**src/rtl/lin_rx_frame_store.sv**
```systemverilog
// lin_rx_frame_store: receive-side LIN frame buffer.
// Takes the byte stream from the LIN byte receiver and checks the PID parity and the checksum.
// Up to 8 data bytes are staged and then committed atomically as two 32-bit words into the
// frame slot selected by id[SLOT_AW-1:0]. The word array is read combinationally by the APB side.
//
// Optional feature macro: LIN_ENHANCED_CHECKSUM_EN
//   defined   -> enhanced (LIN 2.x) checksum: the PID byte is included in the sum,
//                except for IDs 0x3C/0x3D, which always use the classic checksum.
//   undefined -> classic checksum over the data bytes only.
//
// Ports:
//   clk, reset       rising-edge clock, asynchronous active-low reset
//   frame_start      break/sync detected pulse; starts a frame, or restarts one in progress
//   rx_byte/rx_valid received byte and its one-cycle qualifier
//   rx_err           byte receiver error pulse; drops a frame in progress
//   frame_len        data length, sampled with the PID byte (0 or >8 means 8)
//   rd_addr/rd_data  combinational word readback, 0 beyond 2*SLOTS words
//   frame_done, chk_err, pid_err, abort   one-cycle status pulses
//   busy             FSM not idle
//   last_id          ID of the last committed frame
module lin_rx_frame_store #(
  parameter int unsigned SLOTS   = 8,
  parameter int unsigned SLOT_AW = 3
) (
  input  logic        clk,
  input  logic        reset,
  input  logic        frame_start,
  input  logic [7:0]  rx_byte,
  input  logic        rx_valid,
  input  logic        rx_err,
  input  logic [3:0]  frame_len,
  input  logic [31:0] rd_addr,
  output logic [31:0] rd_data,
  output logic        frame_done,
  output logic        chk_err,
  output logic        pid_err,
  output logic        abort,
  output logic        busy,
  output logic [5:0]  last_id
);

  localparam int unsigned Words = 2 * SLOTS;

  typedef enum logic [2:0] {StIdle, StPid, StData, StChk, StCommit} state_e;

  state_e        state_q, state_d;
  logic [63:0]   stage_q, stage_d;
  logic [3:0]    len_q, len_d;
  logic [2:0]    cnt_q, cnt_d;
  logic [7:0]    sum_q, sum_d;
  logic [5:0]    id_q, id_d;
  logic [5:0]    last_id_q, last_id_d;
  logic          done_q, done_d, chk_err_q, chk_err_d;
  logic          pid_err_q, pid_err_d, abort_q, abort_d;
  logic [31:0]   mem_q [Words];

  logic          in_frame;
  logic          pid_ok;
  logic [3:0]    eff_len;
  logic [7:0]    sum_init;
  logic [63:0]   commit_data;
  logic [SLOT_AW-1:0] slot;

  // 8-bit add with end-around carry
  function automatic logic [7:0] add_ec(input logic [7:0] s, input logic [7:0] b);
    logic [8:0] t;
    t = {1'b0, s} + {1'b0, b};
    if (t[8]) t = t - 9'h0FF;
    return t[7:0];
  endfunction

  assign in_frame = (state_q == StPid) || (state_q == StData) || (state_q == StChk);
  assign pid_ok   = (rx_byte[6] == (rx_byte[0] ^ rx_byte[1] ^ rx_byte[2] ^ rx_byte[4])) &&
                    (rx_byte[7] == ~(rx_byte[1] ^ rx_byte[3] ^ rx_byte[4] ^ rx_byte[5]));
  assign eff_len  = ((frame_len == 4'd0) || (frame_len > 4'd8)) ? 4'd8 : frame_len;

`ifdef LIN_ENHANCED_CHECKSUM_EN
  // Diagnostic frames always use the classic checksum
  assign sum_init = ((rx_byte[5:0] == 6'h3C) || (rx_byte[5:0] == 6'h3D)) ? 8'h00 : rx_byte;
`else
  assign sum_init = 8'h00;
`endif

  always_comb begin
    state_d   = state_q;
    stage_d   = stage_q;
    len_d     = len_q;
    cnt_d     = cnt_q;
    sum_d     = sum_q;
    id_d      = id_q;
    last_id_d = last_id_q;
    done_d    = 1'b0;
    chk_err_d = 1'b0;
    pid_err_d = 1'b0;
    abort_d   = 1'b0;
    if (in_frame && frame_start) begin
      // Restart takes precedence over rx_err; only one abort pulse either way
      abort_d = 1'b1;
      stage_d = '1;
      state_d = StPid;
    end else if (in_frame && rx_err) begin
      abort_d = 1'b1;
      state_d = StIdle;
    end else begin
      unique case (state_q)
        StIdle: begin
          if (frame_start) begin
            stage_d = '1;
            state_d = StPid;
          end
        end
        StPid: begin
          if (rx_valid) begin
            id_d  = rx_byte[5:0];
            len_d = eff_len;
            cnt_d = 3'd0;
            sum_d = sum_init;
            if (pid_ok) begin
              state_d = StData;
            end else begin
              pid_err_d = 1'b1;
              state_d   = StIdle;
            end
          end
        end
        StData: begin
          if (rx_valid) begin
            stage_d[{cnt_q, 3'b000} +: 8] = rx_byte;
            sum_d = add_ec(sum_q, rx_byte);
            cnt_d = cnt_q + 3'd1;
            if (({1'b0, cnt_q} + 4'd1) == len_q) state_d = StChk;
          end
        end
        StChk: begin
          if (rx_valid) begin
            if (add_ec(sum_q, rx_byte) == 8'hFF) begin
              state_d = StCommit;
            end else begin
              chk_err_d = 1'b1;
              state_d   = StIdle;
            end
          end
        end
        StCommit: begin
          done_d    = 1'b1;
          last_id_d = id_q;
          state_d   = StIdle;
        end
        default: state_d = StIdle;
      endcase
    end
  end

  // Bytes beyond the frame length always read back as 0xFF
  always_comb begin
    commit_data = '1;
    for (int k = 0; k < 8; k++) begin
      if (k < int'(len_q)) commit_data[8*k +: 8] = stage_q[8*k +: 8];
    end
  end

  assign slot = id_q[SLOT_AW-1:0];

  always_ff @(posedge clk or negedge reset) begin
    if (!reset) begin
      state_q   <= StIdle;
      stage_q   <= '1;
      len_q     <= 4'd8;
      cnt_q     <= 3'd0;
      sum_q     <= 8'h00;
      id_q      <= 6'd0;
      last_id_q <= 6'd0;
      done_q    <= 1'b0;
      chk_err_q <= 1'b0;
      pid_err_q <= 1'b0;
      abort_q   <= 1'b0;
      for (int i = 0; i < int'(Words); i++) mem_q[i] <= '1;
    end else begin
      state_q   <= state_d;
      stage_q   <= stage_d;
      len_q     <= len_d;
      cnt_q     <= cnt_d;
      sum_q     <= sum_d;
      id_q      <= id_d;
      last_id_q <= last_id_d;
      done_q    <= done_d;
      chk_err_q <= chk_err_d;
      pid_err_q <= pid_err_d;
      abort_q   <= abort_d;
      if (state_q == StCommit) begin
        mem_q[{slot, 1'b0}] <= commit_data[31:0];
        mem_q[{slot, 1'b1}] <= commit_data[63:32];
      end
    end
  end

  always_comb begin
    rd_data = 32'h0;
    if (rd_addr < Words) rd_data = mem_q[rd_addr[SLOT_AW:0]];
  end

  assign frame_done = done_q;
  assign chk_err    = chk_err_q;
  assign pid_err    = pid_err_q;
  assign abort      = abort_q;
  assign busy       = (state_q != StIdle);
  assign last_id    = last_id_q;

endmodule

```
**config.mk**
```make
export PLATFORM = sky130hd
export DESIGN_NAME = lin_rx_frame_store
export DESIGN_NICKNAME = d
export VERILOG_FILES = /design/src/rtl/lin_rx_frame_store.sv
export SDC_FILE = /design/constraint.sdc
export NUM_CORES = 1
export LEC_CHECK = 0
export CAP_MARGIN = 25
export CORE_ASPECT_RATIO = 0.8
export CORE_MARGIN = 4
export CORE_UTILIZATION = 61
export CTS_CLUSTER_DIAMETER = 80
export DETAILED_ROUTE_END_ITERATION = 10
export PLACE_DENSITY_LB_ADDON = 0.08
export SETUP_SLACK_MARGIN = 0.1
export SLEW_MARGIN = 0
export SYNTH_ARGS = -nofsm -noshare
export SYNTH_HDL_FRONTEND = slang
export SYNTH_SLANG_ARGS = --single-unit
```
**constraint.sdc**
```tcl
create_clock -name clk -period 5.5 [get_ports clk]
set_input_delay 0.825 -clock clk [delete_from_list [all_inputs] [get_ports clk]]
set_output_delay 0.825 -clock clk [all_outputs]
set_load 0.01 [all_outputs]
```
# --- Word level (Yosys, flattened, before mapping) ---
# Index checks and enable logic that the tools add are counted.
totals:
  wordCells: 158
  register_bits: 610
  inputBits: 49
  output_inout_bits: 43
classes:
  addsub: 5
  eq_ne: 18
  shift: 2
  muxes: 61
  n_reduce_logical: 18
  order_cmp: 15
  bitwise: 12
op_table:
  columns: ["cell", "n"]
  rows:
  - ["512-bit bitwise mux", 2]
  - ["32-bit demux with 4-bit select", 2]
  - ["64-bit 2-to-1 mux", 4]
  - ["32-bit 2-to-1 mux", 5]
  - ["32-bit binary-select mux with 4-bit select", 1]
  - ["64-bit one-hot mux with 2 select lines", 1]
  - ["8-bit 2-to-1 mux", 15]
  - ["64-bit bitwise mux", 1]
  - ["8-bit by 8-bit variable shift with 64-bit output, first input constant", 1]
  - ["8-bit by 8-bit indexed part select with 64-bit output", 1]
  - ["32-bit by 5-bit < comparator with 1-bit output, second input constant", 1]
  - ["3-bit 2-to-1 mux", 10]
  - ["3-bit by 4-bit < comparator with 1-bit output, first input constant", 4]
  - ["8-bit one-hot mux with 2 select lines", 1]
  - ["5-bit greater-or-equal comparator, second input constant", 3]
  - ["1-bit 2-to-1 mux", 15]
  - ["4-bit NOT with 5-bit output", 3]
  - ["4-bit by 2-bit != test with 1-bit output, second input constant", 3]
  - ["3-bit one-hot mux with 4 select lines", 1]
  - ["5-bit by 1-bit < comparator with 1-bit output, second input constant", 2]
  - ["5-bit AND reduction", 2]
  - ["8-bit by 8-bit adder with 9-bit output", 1]
  - ["8-bit == test, second input constant", 1]
  - ["1-bit by 4-bit < comparator with 1-bit output, first input constant", 2]
  - ["29 further kinds", 49]

# --- Depth between registers and ports, before layout ---
depth:
  depth_word: 13
  mapped_depth: 10
  mapped_depth_nobuf: 8

# --- Worst setup path before layout ---
# Ideal clock, no wire load.
synth_path:
  kind: "input port to output port"
  startpoint: "in rd_addr[1]"
  endpoint: "out rd_data[14]"
  path_slack_ps: 2310
  cell_stages: 5
  path_buffers: 2
  t_arrival_ps: 2365
  cell_sequence: "clkbuf_1 -> clkbuf_1 -> mux4_2 -> mux4_2 -> nor2b_1"
synth_via:
  elab_chain_cells: 5
synth_lines:
  columns: ["element", "line_no", "rtl"]
  rows:
  - ["start, declared", "32", "input logic [31:0] rd_addr,"]
  - ["parallel branches: the longest is 4 deep, another holds 32-bit by 5-bit < comparator with 1-bit output", null, null]
  - ["32-bit 2-to-1 mux *", "199", "if (rd_addr < Words) rd_data = mem_q[rd_addr[SLOT_AW:0]];"]
  - ["end, declared", "33", "output logic [31:0] rd_data,"]
# Every way passes the cells marked *. The select of a mux whose other input is x is not followed.

# --- Worst setup path in the final report ---
layout_path:
  startpoint: "in rd_addr[0]"
  endpoint: "out rd_data[7]"
# Same word-level chain as after synthesis.

==> reports/qor.csv <==
metric;value;unit
status;finished, final reports clean;
overflow;0;
dp_hpwl;40600;microns
num_antenna_cells;0;
netlist_instances;2448;
gp_congestion;0.800;
rsz0062_at_grt;false;
setup_viol;0;
ant_nets;0;
worstSetupStartpointType;primary input;
yosys-top-cells-area;dfstp_2 (55%), mux4_2 (11%), o21ai_0 (8.8%), nand2_1 (7.0%), dfrtp_1 (3.0%);
initial_core_util;0.620;
port_buffers;91;
num_rows;69;
grt_pass1_vias;19283;
cts_buffer_depth;3;
fillCellCount;3288;
die_h;198;microns
period_share;0.787;
cts_tree;yes;
dp.cells;2998;
drive_gt1_frac;0.351;
cts_setup_buffers;0;
slew_viol_final;0;
crit_path_end_kind;output port;
cts-root-buf;clkbuf_16;
p_leak;0.0116;uW
clock-sinks;610;
power.density;303;nW/um^2
antenna_found_initial;0;
cp.required;4.68;ns
crit_type;in -> out;
peakVddDrop;0.000266;V
syn_area;27600;sq um
die_w;246;microns
drv_cap;0;
yosys_warnings;0;
multiInputGateArea;10800;sq um
grt_usage;0.276;
top_level_ports;92;
synth_nets;2510;
path_max_fanout;47;
syn_area_per_cell;11.3;sq um
drt-pass1-iter-count;5;
finClkSkew;0.0168;ns
via_per_inst;6.02;
wl;65200;microns
fmax;231;MHz
hp-class;in -> async;
synth_top_area_frac;0.549;
synth_seq_cells;610;
wl_per_cell;21.0;microns
arrival;3.50;ns
synthFlopType;dfstp_2;
insertion_delay;0.62;ns
tightestPinTransition;1.06;ns
reg2reg_depth;7;
cts_max_level;2;
yosysSeqAreaShare;0.579;
grt_max_degree;122;
synth-edff-count;0;
vias;18689;
setup-tns-final;0;ns
hold_viol;0;
dieArea;48800;sq um
core-area;44500;sq um
nNetsFinal;2518;
cts_resized;0;
grt_pass1_wl;106000;microns
yosys.area.top_type;dfstp_2;
synth.distinct_cells;61;
drtIter0Drc;1397;
syn2layout_area_growth;12.0;%
clk_pin_slew_worst_paths;0.06;ns
regArea;16000;sq um
period_needed;4.33;ns
ctsHoldBuffers;0;
relSlewSlack;0.291;
final_cells;3106;
cts_buffers;58;
synthArstFlopShare;1.00;
drc;0;
-- routing by layer --
layer | vias to the layer above | routed length [microns] | GRT usage
met5 | - | 0 | 0
met4 | 0 | 1650 | 0.0758
met3 | 120 | 4100 | 0.0425
met2 | 528 | 30800 | 0.449
met1 | 9479 | 28600 | 0.396
li1 | 8562 | - | -
-- cells by family after synthesis --
family / share of synthesized area
XOR/XNOR: 0.00535
buffers and inverters: 0.0316
adder cells (fa/ha/maj): 0.00616
multiplexers: 0.137
AO/OA/AOI/OAI: 0.122
flip-flops: 0.579
AND/OR/NAND/NOR: 0.120
-- synth_stat cells, types with 4 or more instances --
cell,instances
nor2_1,185
nand3b_1,8
buf_6,14
inv_1,11
o21a_1,4
nor4_1,9
mux4_2,132
nand2_1,515
dfrtp_1,33
nor3_1,14
nor2b_1,38
buf_2,31
a21oi_1,122
o21ai_0,485
dfstp_2,577
mux4_1,27
xor2_1,8
nand3_1,11
ha_1,12
a211oi_1,4
a31oi_1,4
nand4_1,4
xnor2_1,7
buf_4,5
clkbuf_1,125
mux2_2,6
-- worst max-delay path: stages --
cell and delay, ns:
clkbuf_8 0.47, buf_12 0.38, mux4_1 0.60, mux4_2 0.49
nor2b_1 0.17, clkdlybuf4s50_1 0.52
-- report_power, final --
group	switching, uW	total [uW]	internal (uW)
logic	338	491	153
clock network	1750	4290	2550
registers	44.7	4600	4550
total	2130	9380	7250
-- per-stage QoR --
step | utilization | power, uW | cell area (sq um) | hold slack, ns | setup WS, ns
global route | 0.694 | 9700 | 30900 | 0.206 | 1.02
finish | 0.694 | 9380 | 30900 | 0.144 | 1.17
CTS | 0.694 | 9470 | 30900 | 0.180 | 1.12
floorplan | - | 4900 | 27600 | 0.442 | 2.31
detailed placement | 0.647 | 5160 | 28800 | 0.458 | 1.14
global placement | 0.647 | 5150 | 28800 | 0.456 | 1.18
-- layout by cell type (no fill, tap or decap), types with 4 or more instances in the layout --
master	instances
clkbuf_16	60
o21a_1	4
bufinv_16	7
mux4_2	132
nand3b_1	8
mux2_2	6
clkinvlp_4	4
nor2_1	185
nor3_1	14
xnor2_1	7
buf_4	27
clkdlybuf4s50_1	86
clkinv_2	12
nor2b_1	38
nand2_1	513
buf_12	8
inv_1	11
a211oi_1	4
dfrtp_1	33
xor2_1	8
mux4_1	27
a31oi_1	4
dfstp_2	577
nor4_1	9
a21oi_1	122
o21ai_0	485
nand3_1	10
ha_1	12
clkbuf_8	18
nand4_1	4
-- worst paths after layout --
check	startpoint	endpoint	slack [ns]
min	reset	sum_q[6]$_DFFE_PN0P_	0.14
max in group asynchronous	reset	frame_done$_DFF_PN0_	4.07
min in group clk	id_q[4]$_DFFE_PN0P_	id_q[4]$_DFFE_PN0P_	0.47
min reg2reg	id_q[4]$_DFFE_PN0P_	id_q[4]$_DFFE_PN0P_	0.47
max	rd_addr[0]	rd_data[7]	1.17
max reg2reg	state_q[1]$_DFFE_PN0P_	mem_q[158]$_DFFE_PN1P_	2.47
-- layout make-up --
class,instances,share of cell area
Timing Repair Buffer,126,0.0410
Sequential cell,610,0.517
Multi-Input combinational cell,1649,0.349
Inverter,11,0.00134
Clock inverter,27,0.0109
Tap cell,603,0.0244
Clock buffer,80,0.0565
-- sequential cells by signal, indices dropped and copies added (netlist names), 3 cells and up --
name and count:
mem_q 512, stage_q 64, sum_q 8, id_q 6
last_id 6, len_q 4, cnt_q 3, state_q 3
Note: power is estimated with default switching activity, not from simulation.
